<file path="src/rtl/cam_dvp_capture.sv">
// DVP pixel capture: waits for camera configuration, skips start-up frames, then
// assembles RGB565 pixels with frame/line markers. Optional statistics: CAM_CAP_STATS_EN.
module cam_dvp_capture #(
    parameter int H_ACTIVE       = 800,
    parameter int V_ACTIVE       = 480,
    parameter int SKIP_FRAMES    = 10,
    parameter bit VS_ACTIVE_HIGH = 1'b1
) (
    input  logic        clk_pclk,
    input  logic        rst_100,
    input  logic        cfg_done,
    input  logic        cap_en,
    input  logic        cam_vsync,
    input  logic        cam_href,
    input  logic [7:0]  cam_data,
    output logic [15:0] pix_data,
    output logic        pix_valid,
    output logic        pix_sof,
    output logic        pix_eol,
    output logic [9:0]  pix_x,
    output logic [8:0]  pix_y,
    output logic        frame_done,
    output logic        busy,
    output logic [15:0] frame_cnt,
    output logic        size_err
);

    localparam int         SKIP_W = (SKIP_FRAMES > 0) ? $clog2(SKIP_FRAMES + 1) : 1;
    localparam logic [9:0] X_MAX  = 10'(H_ACTIVE);
    localparam logic [9:0] X_LAST = 10'(H_ACTIVE - 1);
    localparam logic [8:0] Y_MAX  = 9'(V_ACTIVE);

    typedef enum logic [1:0] {
        ST_IDLE,
        ST_SKIP,
        ST_ARM,
        ST_CAPTURE
    } state_t;

    state_t            state, state_n;
    logic [1:0]        cfg_sync;
    logic              cfg_s;
    logic              vs_r, hr_r, hr_d, vs_act, vs_act_d;
    logic [7:0]        d_r;
    logic [SKIP_W-1:0] skip_cnt;
    logic              skip_load, skip_dec, frame_start, frame_end;
    logic              start_edge, end_edge, hr_fall;
    logic              in_cap, capturing, assemble, in_range, emit, line_end;
    logic              phase, line_has_byte;
    logic [7:0]        hi_byte;
    logic [9:0]        x_cnt;
    logic [8:0]        y_cnt;

    assign cfg_s      = cfg_sync[1];
    assign vs_act     = VS_ACTIVE_HIGH ? vs_r : ~vs_r;
    assign start_edge = vs_act_d & ~vs_act;
    assign end_edge   = ~vs_act_d & vs_act;
    assign hr_fall    = hr_d & ~hr_r;

    // A frame-end edge, or losing cfg_done, aborts whatever pixel is in flight.
    assign in_cap    = (state == ST_CAPTURE) && cfg_s;
    assign capturing = in_cap && !end_edge;
    assign assemble  = capturing && hr_r && phase;
    assign in_range  = (x_cnt < X_MAX) && (y_cnt < Y_MAX);
    assign emit      = assemble && in_range;
    assign line_end  = in_cap && hr_fall;
    assign busy      = (state == ST_CAPTURE);

    // NOTE: registers update with non-blocking assignments so every flop samples
    // pre-edge values; blocking here would create order-dependent simulation.
    always_ff @(posedge clk_pclk or negedge rst_100) begin
        if (!rst_100) begin
            cfg_sync <= '0;
            vs_r     <= 1'b0;
            hr_r     <= 1'b0;
            hr_d     <= 1'b0;
            d_r      <= '0;
            vs_act_d <= 1'b0;
        end else begin
            cfg_sync <= {cfg_sync[0], cfg_done};
            vs_r     <= cam_vsync;
            hr_r     <= cam_href;
            hr_d     <= hr_r;
            d_r      <= cam_data;
            vs_act_d <= vs_act;
        end
    end

    always_ff @(posedge clk_pclk or negedge rst_100) begin
        if (!rst_100) begin
            state    <= ST_IDLE;
            skip_cnt <= '0;
        end else begin
            state <= state_n;
            if (skip_load) begin
                skip_cnt <= SKIP_W'(SKIP_FRAMES);
            end else if (skip_dec) begin
                skip_cnt <= skip_cnt - 1'b1;
            end
        end
    end

    // NOTE: every output of this block gets a default first, so no path can
    // leave a variable unassigned and infer a latch.
    always_comb begin
        state_n     = state;
        skip_load   = 1'b0;
        skip_dec    = 1'b0;
        frame_start = 1'b0;
        frame_end   = 1'b0;
        if (!cfg_s) begin
            state_n = ST_IDLE;
        end else begin
            case (state)
                ST_IDLE: begin
                    state_n   = ST_SKIP;
                    skip_load = 1'b1;
                end
                ST_SKIP: begin
                    if (start_edge) begin
                        if (skip_cnt != '0) begin
                            skip_dec = 1'b1;
                        end else if (cap_en) begin
                            state_n     = ST_CAPTURE;
                            frame_start = 1'b1;
                        end else begin
                            state_n = ST_ARM;
                        end
                    end
                end
                ST_ARM: begin
                    if (start_edge && cap_en) begin
                        state_n     = ST_CAPTURE;
                        frame_start = 1'b1;
                    end
                end
                ST_CAPTURE: begin
                    if (end_edge) begin
                        state_n   = ST_ARM;
                        frame_end = 1'b1;
                    end
                end
                default: state_n = ST_IDLE;
            endcase
        end
    end

    always_ff @(posedge clk_pclk or negedge rst_100) begin
        if (!rst_100) begin
            phase         <= 1'b0;
            line_has_byte <= 1'b0;
            hi_byte       <= '0;
            x_cnt         <= '0;
            y_cnt         <= '0;
            pix_data      <= '0;
            pix_valid     <= 1'b0;
            pix_sof       <= 1'b0;
            pix_eol       <= 1'b0;
            pix_x         <= '0;
            pix_y         <= '0;
            frame_done    <= 1'b0;
        end else begin
            phase <= (capturing && hr_r) ? ~phase : 1'b0;
            if (capturing && hr_r && !phase) begin
                hi_byte <= d_r;
            end

            if (!hr_r) begin
                line_has_byte <= 1'b0;
            end else if (capturing) begin
                line_has_byte <= 1'b1;
            end

            // Counters saturate at the active size so overflow stays detectable.
            if (frame_start || hr_fall) begin
                x_cnt <= '0;
            end else if (assemble && (x_cnt < X_MAX)) begin
                x_cnt <= x_cnt + 1'b1;
            end

            if (frame_start) begin
                y_cnt <= '0;
            end else if (line_end && line_has_byte && (y_cnt < Y_MAX)) begin
                y_cnt <= y_cnt + 1'b1;
            end

            pix_valid <= emit;
            pix_sof   <= emit && (x_cnt == '0) && (y_cnt == '0);
            pix_eol   <= emit && (x_cnt == X_LAST);
            if (emit) begin
                pix_data <= {hi_byte, d_r};
                pix_x    <= x_cnt;
                pix_y    <= y_cnt;
            end

            frame_done <= frame_end;
        end
    end

`ifdef CAM_CAP_STATS_EN
    logic err_any;

    // Odd byte count, overflow, short line/frame, or vsync edge during href.
    assign err_any = (assemble && !in_range)
                   || (line_end && phase)
                   || (line_end && line_has_byte && (x_cnt < X_MAX))
                   || (in_cap && end_edge && (hr_r || (y_cnt < Y_MAX)));

    always_ff @(posedge clk_pclk or negedge rst_100) begin
        if (!rst_100) begin
            frame_cnt <= '0;
            size_err  <= 1'b0;
        end else begin
            if (frame_end) begin
                frame_cnt <= frame_cnt + 1'b1;
            end
            if (err_any) begin
                size_err <= 1'b1;
            end
        end
    end
`else
    assign frame_cnt = '0;
    assign size_err  = 1'b0;
`endif

endmodule

</file>
<file path="config.mk">
export PLATFORM = sky130hd
export DESIGN_NAME = cam_dvp_capture
export DESIGN_NICKNAME = d
export VERILOG_FILES = /design/src/rtl/cam_dvp_capture.sv
export SDC_FILE = /design/constraint.sdc
export NUM_CORES = 1
export LEC_CHECK = 0
export ABC_AREA = 0
export BUFFER_PORTS_ARGS = -buffer_cell sky130_fd_sc_hd__buf_2
export CELL_PAD_IN_SITES_DETAIL_PLACEMENT = 1
export CELL_PAD_IN_SITES_GLOBAL_PLACEMENT = 1
export CORE_MARGIN = 4
export CORE_UTILIZATION = 40
export DETAILED_ROUTE_END_ITERATION = 12
export PLACE_DENSITY_LB_ADDON = 0.1
export SETUP_SLACK_MARGIN = 0.05
export SLEW_MARGIN = 20
export SYNTH_ARGS = -nofsm -noshare
export SYNTH_HDL_FRONTEND = slang
export SYNTH_SLANG_ARGS = --single-unit
</file>
<file path="constraint.sdc">
create_clock -name clk_pclk -period 5.3 [get_ports clk_pclk]
set_clock_uncertainty 0.15 [all_clocks]
set_input_delay 0.265 -clock clk_pclk [delete_from_list [all_inputs] [get_ports clk_pclk]]
set_output_delay 0.265 -clock clk_pclk [all_outputs]
set_load 0.02 [all_outputs]
</file>
==> results.md, run 1 <==
* Outcome: finished clean
* Clock slew at reported path FFs at 100 ps
* Avg WL per Cell at 16.0 µm
* Multi-input gate area at 0.00154 mm²
* Via density at 4.90
* Maxcap violations at 0
* Switch Pwr at 498 µW
* DRC at 0
* Starting Density at 41.8%
* Commonest non-fill, non-tap cells in the layout: 88 x dfrtp_1, 52 x buf_2, 28 x mux2_4
* Antenna diodes at 0
* Seq/Total Area, Yosys at 56.2%
* Clock root buffer: clkbuf_8
* CTS Buf Count at 9
* Post-synth EDFFs at 0
* Clk buf depth at 2
* Die height at 107 µm
* CTS tree: yes
* Die X at 107 µm
* PwrDens at 361 mW/mm²
* RR Startpoint: state[0]$_DFFE_PN0P_
* P&R area growth vs syn at 16.9%
* Mapped cell area at 0.00392 mm²
* Post-layout nets at 393
* Worst slack at placement at 2440 ps
* Seq pwr share at 50.8%
* GP Congestion at 0.750
* Total number of vias at 2466
* DR iter-0 viols at 65
* Max IR drop VDD at 193 µV
* Startpoint Class: flip-flop
* WP data arrival at 2960 ps
* Tightest Pin Transition at 687 ps
* I/O Buffers at 53
* Number of global-route vias before repair at 2679
* Post-synthesis cell count at 300
* Sw Ratio at 30.1%
* Crit. End Element: flip-flop
* R2r endpoint: pix_data[15]$_DFFE_PN0P_
* Proportion of power drawn by the clock network at 31.7%
* Worst Setup EP: pix_data[15]$_DFFE_PN0P_
* Hold Path Class: primary input to flip-flop
* Initial antenna violation count at 0
* Gate power share at 17.6%
* Final Slew Violations at 0
* Final setup TNS at 0 ps
* Core Rows at 35
* Fmax at 350 MHz
* Critical path class: flip-flop to flip-flop
* Worst-path fanout max at 35
* Fillers at 995
* Worst slew margin at 54.2%
* Crit path largest cell delay at 650 ps
* RSZ-0062 raised after global routing: no
* First-pass iteration count of the detailed router at 4
* Routed Antenna Nets at 0
* Post-Syn Area per Cell at 13.1 µm²
* Sequential cell area at 0.00220 mm²
* Total Die Area at 0.0114 mm²
* Share of cells above drive strength 1 at 31.3%
* First-pass GRT wire length at 13.7 mm
* Worst-path cell chain: ha_1, nand2_1, or4_4, nand2b_4, inv_1, mux2_2
* Ys Warns at 0
* Worst reg2reg setup slack at 2440 ps
* Worst Reg-to-Reg Cells at 6
* Final period util at 54.0%
* DRT Wirelength at 8.03 mm
* Worst Setup SP: state[0]$_DFFE_PN0P_
* Total track usage at 15.2%
* Cell Int Power at 1.15 mW
* Share of flip-flops with an asynchronous set or reset at 100%
* Final Hold Vio Count at 0
* Clk_lat worst skew at 350 ps
* H-Tree Depth at 3
* Commonest non-fill, non-tap cell in the layout: dfrtp_1
* Hold Crit Start: cap_en
* Critical Path RT at 5400 ps
* Yosys reg bits at 88
* Static Leak at 2.35 nW
* Main synth FF type: dfrtp_1
* Post-synth cell types at 46
* IO Count at 71
* Congestion Overflow GR at 0
* CTS Sinks at 88
* Max stage delay cell, worst path: or4_4
* Final WS setup at 2440 ps
* Final setup fails at 0
* Largest net degree at the start of global routing at 54
* Period minus WS final at 2860 ps
* Postcts setup bufs at 0
* Core ar. at 0.00937 mm²
* Post-DP HPWL at 5.38 mm
## power groups by stage
stage | Clock [mW] | Combinational, mW | Sequential, mW
final | 0.523 | 0.290 | 0.839
after global routing | 0.572 | 0.331 | 0.859
after CTS | 0.540 | 0.295 | 0.841
after detailed placement | 0 | 0.284 | 0.854
after global placement | 0 | 0.279 | 0.849
after floorplan | 0 | 0.226 | 0.828
## routing by layer
metal  global-route usage, %  vias to the layer above  part of all wire, %
li1                        -                     1176                    -
met1                    20.9                     1225                   48
met2                    23.6                       56                   46
met3                    3.67                        9                  4.8
met4                    4.93                        0                  1.1
met5                       0                        -                    0
## worst max-delay path: cells and delay by family (launching register included)
kind | cells | cell delay, ps
buffers and inverters | 1 | 260
adder cells (fa/ha/maj) | 1 | 270
multiplexers | 1 | 350
flip-flops | 1 | 390
AND/OR/NAND/NOR | 3 | 1300
## cell families after synthesis
logic type	count (synthesis)	share of synthesized area, %
DFF	88	56.2
and+or+nand+nor	76	11.6
muxes	45	15.5
buffers and inverters	37	5.97
adders and majority gates	10	3.19
other	1	0.0957
AOI/OAI and AO/OA	35	5.62
xor gates and xnor gates	8	1.79
## per-stage QoR
step	hold WS [ps]	cell area (µm²)	utilization, %	total power, mW	cells
5_1_grt	237	4580	48.9	1.76	503
3_3_place_gp	107	4230	45.2	1.13	475
6_report	183	4580	48.9	1.65	503
3_5_place_dp	103	4230	45.2	1.14	475
4_1_cts	169	4580	48.9	1.68	503
2_1_floorplan	-181	3980	-	1.05	316
## worst min-delay path by stage
stage                                        to  slack (ps)  cells past startpoint
after floorplan           cfg_sync[0]$_DFF_PN0_        -180                      0
after global placement     pix_x[6]$_DFFE_PN0P_         110                      1
after detailed placement      pix_eol$_DFF_PN0_         100                      1
after CTS                  state[0]$_DFFE_PN0P_         170                      4
after global routing       state[0]$_DFFE_PN0P_         240                      4
final                      state[0]$_DFFE_PN0P_         180                      4
## Yosys cell counts, types with 2 or more instances
| cell type | number | share of area, % |
|---|---|---|
| xnor2_1 | 6 | 1.3 |
| o31ai_1 | 3 | 0.57 |
| or3_1 | 9 | 1.4 |
| xor2_1 | 2 | 0.45 |
| and3_1 | 2 | 0.32 |
| nor4_1 | 3 | 0.48 |
| nor3_1 | 2 | 0.26 |
| buf_6 | 4 | 1.1 |
| a31oi_1 | 2 | 0.32 |
| ha_1 | 10 | 3.2 |
| nor4_2 | 2 | 0.64 |
| nand4_1 | 5 | 0.80 |
| mux2_4 | 28 | 11 |
| inv_1 | 12 | 1.1 |
| nand2b_1 | 4 | 0.64 |
| buf_4 | 17 | 3.3 |
| clkbuf_1 | 3 | 0.29 |
| o22a_1 | 2 | 0.45 |
| nor2_1 | 12 | 1.1 |
| or4_1 | 4 | 0.77 |
| nand2_1 | 11 | 1.1 |
| nor4b_1 | 3 | 0.67 |
| dfrtp_1 | 88 | 56 |
| o21ai_0 | 7 | 0.89 |
| a21oi_1 | 14 | 1.8 |
| nand3_1 | 10 | 1.3 |
| mux2_2 | 13 | 3.7 |
| mux2i_1 | 4 | 1.0 |
## registers in the layout, indices dropped and copies added, names as in the netlist, 2 cells and up
name / flops
cfg_sync: 2
d_r: 8
hi_byte: 8
pix_data: 16
pix_x: 10
pix_y: 9
skip_cnt: 4
state: 2
x_cnt: 10
y_cnt: 9
## repair_timing
action | 4_1_cts | 5_1_grt
hold buffers | 12 | 0
gates resized for setup | 0 | 0
hold endpoints to repair | 46 | 0
## layout make-up
type	count	area share, %
timing repair buffer	67	8.80
sequential	88	48.1
clock inverter	7	2.24
inverter	12	0.984
multi-input combinational	191	33.7
tap	129	3.52
clock buffer	9	2.70
Note: power is estimated with default switching activity, not from simulation.
==> run 2, diff against run 1 <==
Settings changed: ABC_AREA 0 to 1, CORE_UTILIZATION 40 to 38.
Clock period 5.3 ns to 2.6 ns, I/O delays scaled along.
==> run 2 against run 1 <==
Net effect:
- cell count increased by 38%
- clock power grew to 2.6 times the previous value
- largest power group unchanged
- fmax grew 35%
- global-route usage up 1.6 points
- largest cell class unchanged
- die area grew 14%
==> results.md, run 2 <==
* Via density at 4.69 (was 4.90)
* Startpoint Class: flip-flop (unchanged)
* Placed cell areas at 0.00464 mm² (was 0.00423 mm²)
* Yosys reg bits at 88 (unchanged)
* Final setup TNS at 0 ps (unchanged)
* Area leader, netlist: dfrtp_1 (unchanged)
* Fmax at 473 MHz (was 350 MHz)
* Total number of vias at 3248 (was 2466)
* CTS tree: yes (unchanged)
* Antenna diodes at 0 (unchanged)
* Clk buf depth at 2 (unchanged)
* Count leader, synth: nand2_1 (was dfrtp_1)
* IO Count at 71 (unchanged)
* Fillers at 1305 (was 995)
* CTS Buf Count at 9 (unchanged)
* Clock root buffer: clkbuf_16 (was clkbuf_8)
* Outcome: finished clean (unchanged)
* Worst slew margin at 52.3% (was 54.2%)
* Critical Path RT at 2690 ps (was 5400 ps)
* Clock slew at reported path FFs at 70 ps (was 100 ps)
* Main synth FF type: dfrtp_1 (unchanged)
* Post-synth EDFFs at 0 (unchanged)
* Share of cells above drive strength 1 at 25.4% (was 31.3%)
* Crit. End Element: flip-flop (unchanged)
* Commonest non-fill, non-tap cell in the layout: nand2_1 (was dfrtp_1)
* Worst Reg-to-Reg Cells at 9 (was 6)
* Final setup fails at 0 (unchanged)
* Largest Register: pix_data (unchanged)
* Static Leak at 2.72 nW (was 2.35 nW)
* Core ar. at 0.0109 mm² (was 0.00937 mm²)
* Final Hold Vio Count at 0 (unchanged)
* Leading cell types by total area after synthesis: dfrtp_1 52%, nand2_1 10%, o21ai_2 5.5%, inv_1 4.8%, nand3_1 4.5% (was dfrtp_1 56%, mux2_4 11%, mux2_2 3.7%, buf_4 3.3%, ha_1 3.2%)
* Largest registers: pix_data (16), pix_x (10), x_cnt (10) (unchanged)
* Routed Antenna Nets at 0 (unchanged)
* Total Die Area at 0.0130 mm² (was 0.0114 mm²)
* Final period util at 81.3% (was 54.0%)
* Die X at 114 µm (was 107 µm)
* Post-synth cell types at 26 (was 46)
* DRT Wirelength at 10.0 mm (was 8.03 mm)
* Avg WL per Cell at 14.5 µm (was 16.0 µm)
* H-Tree Depth at 3 (unchanged)
* Commonest non-fill, non-tap cells in the layout: 116 x nand2_1, 88 x dfrtp_1, 55 x inv_1 (was 88 x dfrtp_1, 52 x buf_2, 28 x mux2_4)
* Die height at 114 µm (was 107 µm)
* Fin area at 0.00507 mm² (was 0.00458 mm²)
* Share of the synthesized area in the top cell type at 51.6% (was 56.2%)
* Post-Syn Area per Cell at 8.98 µm² (was 13.1 µm²)
* Post-DP HPWL at 7.14 mm (was 5.38 mm)
* Number of global-route vias before repair at 3437 (was 2679)
* Layout Cells excl Fill at 692 (was 503)
* PwrDens at 666 mW/mm² (was 361 mW/mm²)
* Post-layout nets at 571 (was 393)
* Final Slew Violations at 0 (unchanged)
* I/O Buffers at 53 (unchanged)
* Synth top cells by count: 116 x nand2_1, 88 x dfrtp_1, 55 x inv_1, 38 x nand3_1, 29 x nor2_1 (was 88 x dfrtp_1, 28 x mux2_4, 17 x buf_4, 14 x a21oi_1, 13 x mux2_2)
* Worst-path fanout max at 21 (was 35)
* Post-synthesis cell count at 475 (was 300)
* CTS Sinks at 88 (unchanged)
* Sequential cell area at 0.00220 mm² (unchanged)
* Congestion Overflow GR at 0 (unchanged)
* Ys Warns at 0 (unchanged)
* GP Congestion at 0.784 (was 0.750)
* Tightest Pin Transition at 715 ps (was 687 ps)
* Max IR drop VDD at 485 µV (was 193 µV)
* RSZ-0062 raised after global routing: no (unchanged)
* Cells after DPL at 664 (was 475)
* First-pass GRT wire length at 17.0 mm (was 13.7 mm)
* P&R area growth vs syn at 18.7% (was 16.9%)
* WP data arrival at 2200 ps (was 2960 ps)
* Seq/Total Area, Yosys at 51.6% (was 56.2%)
* Clk_lat worst skew at 350 ps (about the same)
* Period minus WS final at 2110 ps (was 2860 ps)
* Critical path class: flip-flop to flip-flop (unchanged)
* Postcts setup bufs at 0 (unchanged)
* DRC at 0 (unchanged)
* WHS Path Cells at 5 (was 4)
* Total track usage at 16.7% (was 15.2%)
* Share of flip-flops with an asynchronous set or reset at 100% (unchanged)
* First-pass iteration count of the detailed router at 4 (unchanged)
* Multi-input gate area at 0.00168 mm² (was 0.00154 mm²)
* Maxcap violations at 0 (unchanged)
* Starting Density at 39.0% (was 41.8%)
* Max reg flops at 16 (unchanged)
* Tot Pwr at 3.37 mW (was 1.65 mW)
* Hold Path Class: primary input to flip-flop (unchanged)
* Initial antenna violation count at 0 (unchanged)
* DR iter-0 viols at 132 (was 65)
* Fin util at 46.3% (was 48.9%)
* Largest net degree at the start of global routing at 52 (was 54)
* Mapped cell area at 0.00427 mm² (was 0.00392 mm²)
* Core Rows at 38 (was 35)
run 2: cell count changes after synthesis, sizes merged, moves of 5 or more:
cell and change:
nand2 +129, inv +49, mux2 -41, o21ai +41, nand3 +29, nor2 +20
nand4 +13, a21oi -9, or3 -9, nand2b -5, nor4 -5, or4 -5
xnor2 -5
run 2: per-layer routing:
layer	vias to the layer above	track usage [%]	wire (µm)
li1	1615	-	-
met1	1573	21.0	4490
met2	50	28.0	5010
met3	10	3.93	377
met4	0	6.41	161
met5	-	0	0
run 2: final timing paths:
kind                                        from                       to  slack [ps]
setup / recovery            state[0]$_DFFE_PN0P_  pix_data[5]$_DFFE_PN0P_         490
hold / removal                            cap_en     state[0]$_DFFE_PN0P_          40
setup reg to reg            state[0]$_DFFE_PN0P_  pix_data[5]$_DFFE_PN0P_         490
hold reg to reg            cfg_sync[0]$_DFF_PN0_    cfg_sync[1]$_DFF_PN0_         200
max in group asynchronous                rst_100   hi_byte[1]$_DFFE_PN0P_        1400
min in group asynchronous                rst_100  skip_cnt[1]$_DFFE_PN0P_         230
run 2: repair_timing:
action	in CTS	in global routing
resized for setup	0	0
endpoints found under the hold margin	60	0
hold buffers	12	0
run 2: cells by family (layout without fill, tap and decap cells):
kind of cell    after synthesis  in the layout  synth area share [%]
other cells                   1             17                0.0879
xor+xnor                      4              4                 0.821
buf+inv                      89            150                  10.5
simple gates                230            230                  25.5
fa+ha+maj                    10             10                  2.93
compound gates               53             53                  8.59
flops                        88             88                  51.6
run 2: power by group:
part / switching [mW] / internal, mW
clock: 0.596 / 0.765
sequential: 0.0702 / 1.48
combinational: 0.298 / 0.167
total: 0.964 / 2.41
run 2: cell type report:
cell class	count	share of cell area (%)
Sequential cell	88	43.5
Multi-Input combinational cell	314	33.1
Timing Repair Buffer	73	9.34
Inverter	61	4.52
Clock buffer	9	4.45
Tap cell	140	3.46
Clock inverter	7	1.65
run 2: worst max-delay path: stages, from the launching register on:
cell	delay (ps)
dfrtp_1	400
ha_1	210
nand2_2	70
inv_2	90
nand2_4	70
nor2_8	130
nand4_4	380
buf_4	370
nand2_2	70
o21ai_2	50
run 2: metrics by stage:
step | hold WS (ps) | worst slack [ps]
after floorplan | -316 | 836
after global placement | 87.7 | 526
after detailed placement | 83.5 | 464
after CTS | 20.3 | 437
after global routing | 51.4 | 297
final | 38.9 | 487
==> run 3, diff against run 2 <==
Settings changed: CORE_UTILIZATION 38 to 40.
Clock period 2.6 ns to 2.06 ns, I/O delays scaled along.
==> run 3 against run 2 <==
Net effect:
- fmax up 14%
- largest cell class unchanged
- via count up 0.52%
- cell count down 0.72%
- die area down 4.6%
==> results.md, run 3 (synthesis results as in run 2) <==
* GP Congestion at 0.798 (was 0.784)
* Final WS setup at 214 ps (was 487 ps)
* Die X at 111 µm (was 114 µm)
* DRC at 0 (unchanged)
* CTS tree: yes (unchanged)
* Core Rows at 37 (was 38)
* Met2 wire length at 4.95 mm (was 5.01 mm)
* Core ar. at 0.0104 mm² (was 0.0109 mm²)
* Postcts setup bufs at 0 (unchanged)
* Final Hold Vio Count at 0 (unchanged)
* Highest routed layer: met4 (unchanged)
* Routed met1 length at 4.44 mm (was 4.49 mm)
* First-pass GRT wire length at 17.4 mm (was 17.0 mm)
* Post-layout nets at 570 (was 571)
* R2r endpoint: pix_x[1]$_DFFE_PN0P_ (was pix_data[5]$_DFFE_PN0P_)
* Seq pwr share at 53.3% (was 45.9%)
* Final Slew Violations at 0 (unchanged)
* Fin area at 0.00492 mm² (was 0.00507 mm²)
* CTS Buf Count at 9 (unchanged)
* Max reg flops at 16 (unchanged)
* Worst Reg-to-Reg Cells at 9 (unchanged)
* Metal3 WL at 406 µm (was 377 µm)
* Initial antenna violation count at 0 (unchanged)
* Maxcap violations at 0 (unchanged)
* Final setup fails at 0 (unchanged)
* Routed Antenna Nets at 0 (unchanged)
* Final period util at 89.6% (was 81.3%)
* Antenna diodes at 0 (unchanged)
* Static Leak at 2.66 nW (was 2.72 nW)
* Commonest non-fill, non-tap cell in the layout: nand2_1 (unchanged)
* PwrDens at 744 mW/mm² (was 666 mW/mm²)
* Total Die Area at 0.0124 mm² (was 0.0130 mm²)
* Share of cells above drive strength 1 at 25.0% (was 25.4%)
* Layout Cells excl Fill at 687 (was 692)
* Tot Pwr at 3.66 mW (was 3.37 mW)
* Largest Register: pix_data (unchanged)
* Crit. End Element: flip-flop (unchanged)
* Clock root buffer: clkbuf_8 (was clkbuf_16)
* IO Count at 71 (unchanged)
* Clock slew at reported path FFs at 90 ps (was 70 ps)
* H-Tree Depth at 3 (unchanged)
* WP data arrival at 1990 ps (was 2200 ps)
* Worst slack at placement at 199 ps (was 464 ps)
* Clk buf depth at 2 (unchanged)
* Worst reg2reg setup slack at 210 ps (was 490 ps)
* Post-DP HPWL at 7.02 mm (was 7.14 mm)
* Clk_lat worst skew at 360 ps (was 350 ps)
* Hold Path Class: primary input to asynchronous set/reset pin (was primary input to flip-flop)
* Avg WL per Cell at 14.4 µm (was 14.5 µm)
* Fillers at 1254 (was 1305)
* Critical Path RT at 2200 ps (was 2690 ps)
* Gate power share at 15.9% (was 13.8%)
* Startpoint Class: flip-flop (unchanged)
* Largest net degree at the start of global routing at 54 (was 52)
* Switch Pwr at 1.11 mW (was 964 µW)
* First-pass iteration count of the detailed router at 4 (unchanged)
* I/O Buffers at 53 (unchanged)
* Number of global-route vias before repair at 3576 (was 3437)
* DRT Wirelength at 9.87 mm (was 10.0 mm)
* Max IR drop VDD at 328 µV (was 485 µV)
* Cells after DPL at 658 (was 664)
* Worst-path fanout max at 28 (was 21)
* Starting Density at 41.2% (was 39.0%)
* Largest registers: pix_data (16), pix_x (10), x_cnt (10) (unchanged)
* Proportion of power drawn by the clock network at 30.8% (was 40.3%)
* Total track usage at 17.1% (was 16.7%)
* Period minus WS final at 1850 ps (was 2110 ps)
* Via density at 4.75 (was 4.69)
* P&R area growth vs syn at 15.2% (was 18.7%)
* Die height at 111 µm (was 114 µm)
* Final setup TNS at 0 ps (unchanged)
* Cell Int Power at 2.55 mW (was 2.41 mW)
* Fmax at 542 MHz (was 473 MHz)
* Placed cell areas at 0.00460 mm² (was 0.00464 mm²)
* Sw Ratio at 30.4% (was 28.6%)
* CTS Sinks at 88 (unchanged)
* RSZ-0062 raised after global routing: no (unchanged)
* DR iter-0 viols at 113 (was 132)
* Outcome: finished clean (unchanged)
* Congestion Overflow GR at 0 (unchanged)
* Critical path class: flip-flop to flip-flop (unchanged)
* Commonest non-fill, non-tap cells in the layout: 116 x nand2_1, 88 x dfrtp_1, 55 x inv_1 (unchanged)
* RR Startpoint: state[0]$_DFFE_PN0P_ (unchanged)
* Total number of vias at 3265 (was 3248)
==> run 3: through the flow <==
stage / hold WS (ps) / util (%)
CTS: 92.0 / 47.4
global placement: -45.0 / 44.4
finish: 89.6 / 47.4
global route: 120 / 47.4
floorplan: -343 / -
detailed placement: -43.8 / 44.4
==> run 3: cell type report <==
type                            count  area (µm²)  area share [%]
Clock buffer                       10         138            2.80
Inverter                           61         229            4.66
Clock inverter                      6        42.5           0.865
Sequential cell                    88        2200            44.8
Tap cell                          136         170            3.46
Multi-Input combinational cell    314        1680            34.1
Timing Repair Buffer               72         459            9.34
==> run 3: worst max-delay path, cell delays in order, from the launching register on <==
cell	delay (ps)
dfrtp_1	420
ha_1	230
nand2_2	90
inv_2	60
nand2_4	80
nor2_8	50
nand4_4	70
buf_4	410
nand2_1	120
o21ai_2	70
==> run 3: worst max-delay path by stage <==
stage | from | to | slack, ps
after floorplan | state[0]$_DFFE_PN0P_ | pix_data[3]$_DFFE_PN0P_ | 300
after global placement | state[0]$_DFFE_PN0P_ | pix_x[6]$_DFFE_PN0P_ | 260
after detailed placement | state[0]$_DFFE_PN0P_ | pix_data[3]$_DFFE_PN0P_ | 200
after CTS | state[0]$_DFFE_PN0P_ | pix_x[6]$_DFFE_PN0P_ | 170
after global routing | state[0]$_DFFE_PN0P_ | pix_x[1]$_DFFE_PN0P_ | 70
final | state[0]$_DFFE_PN0P_ | pix_x[1]$_DFFE_PN0P_ | 210
==> run 3: timing repair <==
action,in CTS,in global routing
gates resized for setup,0,1
endpoints found under the setup margin,0,4
hold buffers,13,0
endpoints found under the hold margin,74,0
==> run 3: routing by layer <==
metal | vias up | track usage, %
met5 | - | 0
met4 | 0 | 3.81
met3 | 6 | 4.64
met2 | 65 | 29.1
met1 | 1581 | 21.8
li1 | 1613 | -
==> run 3: power by group through the flow <==
stage	Clock, mW	Combinational [mW]	Sequential, mW
finish	1.13	0.583	1.95
global route	1.24	0.683	1.97
CTS	1.18	0.598	1.95
detailed placement	0	0.575	1.98
global placement	0	0.554	1.98
floorplan	0	0.429	1.97
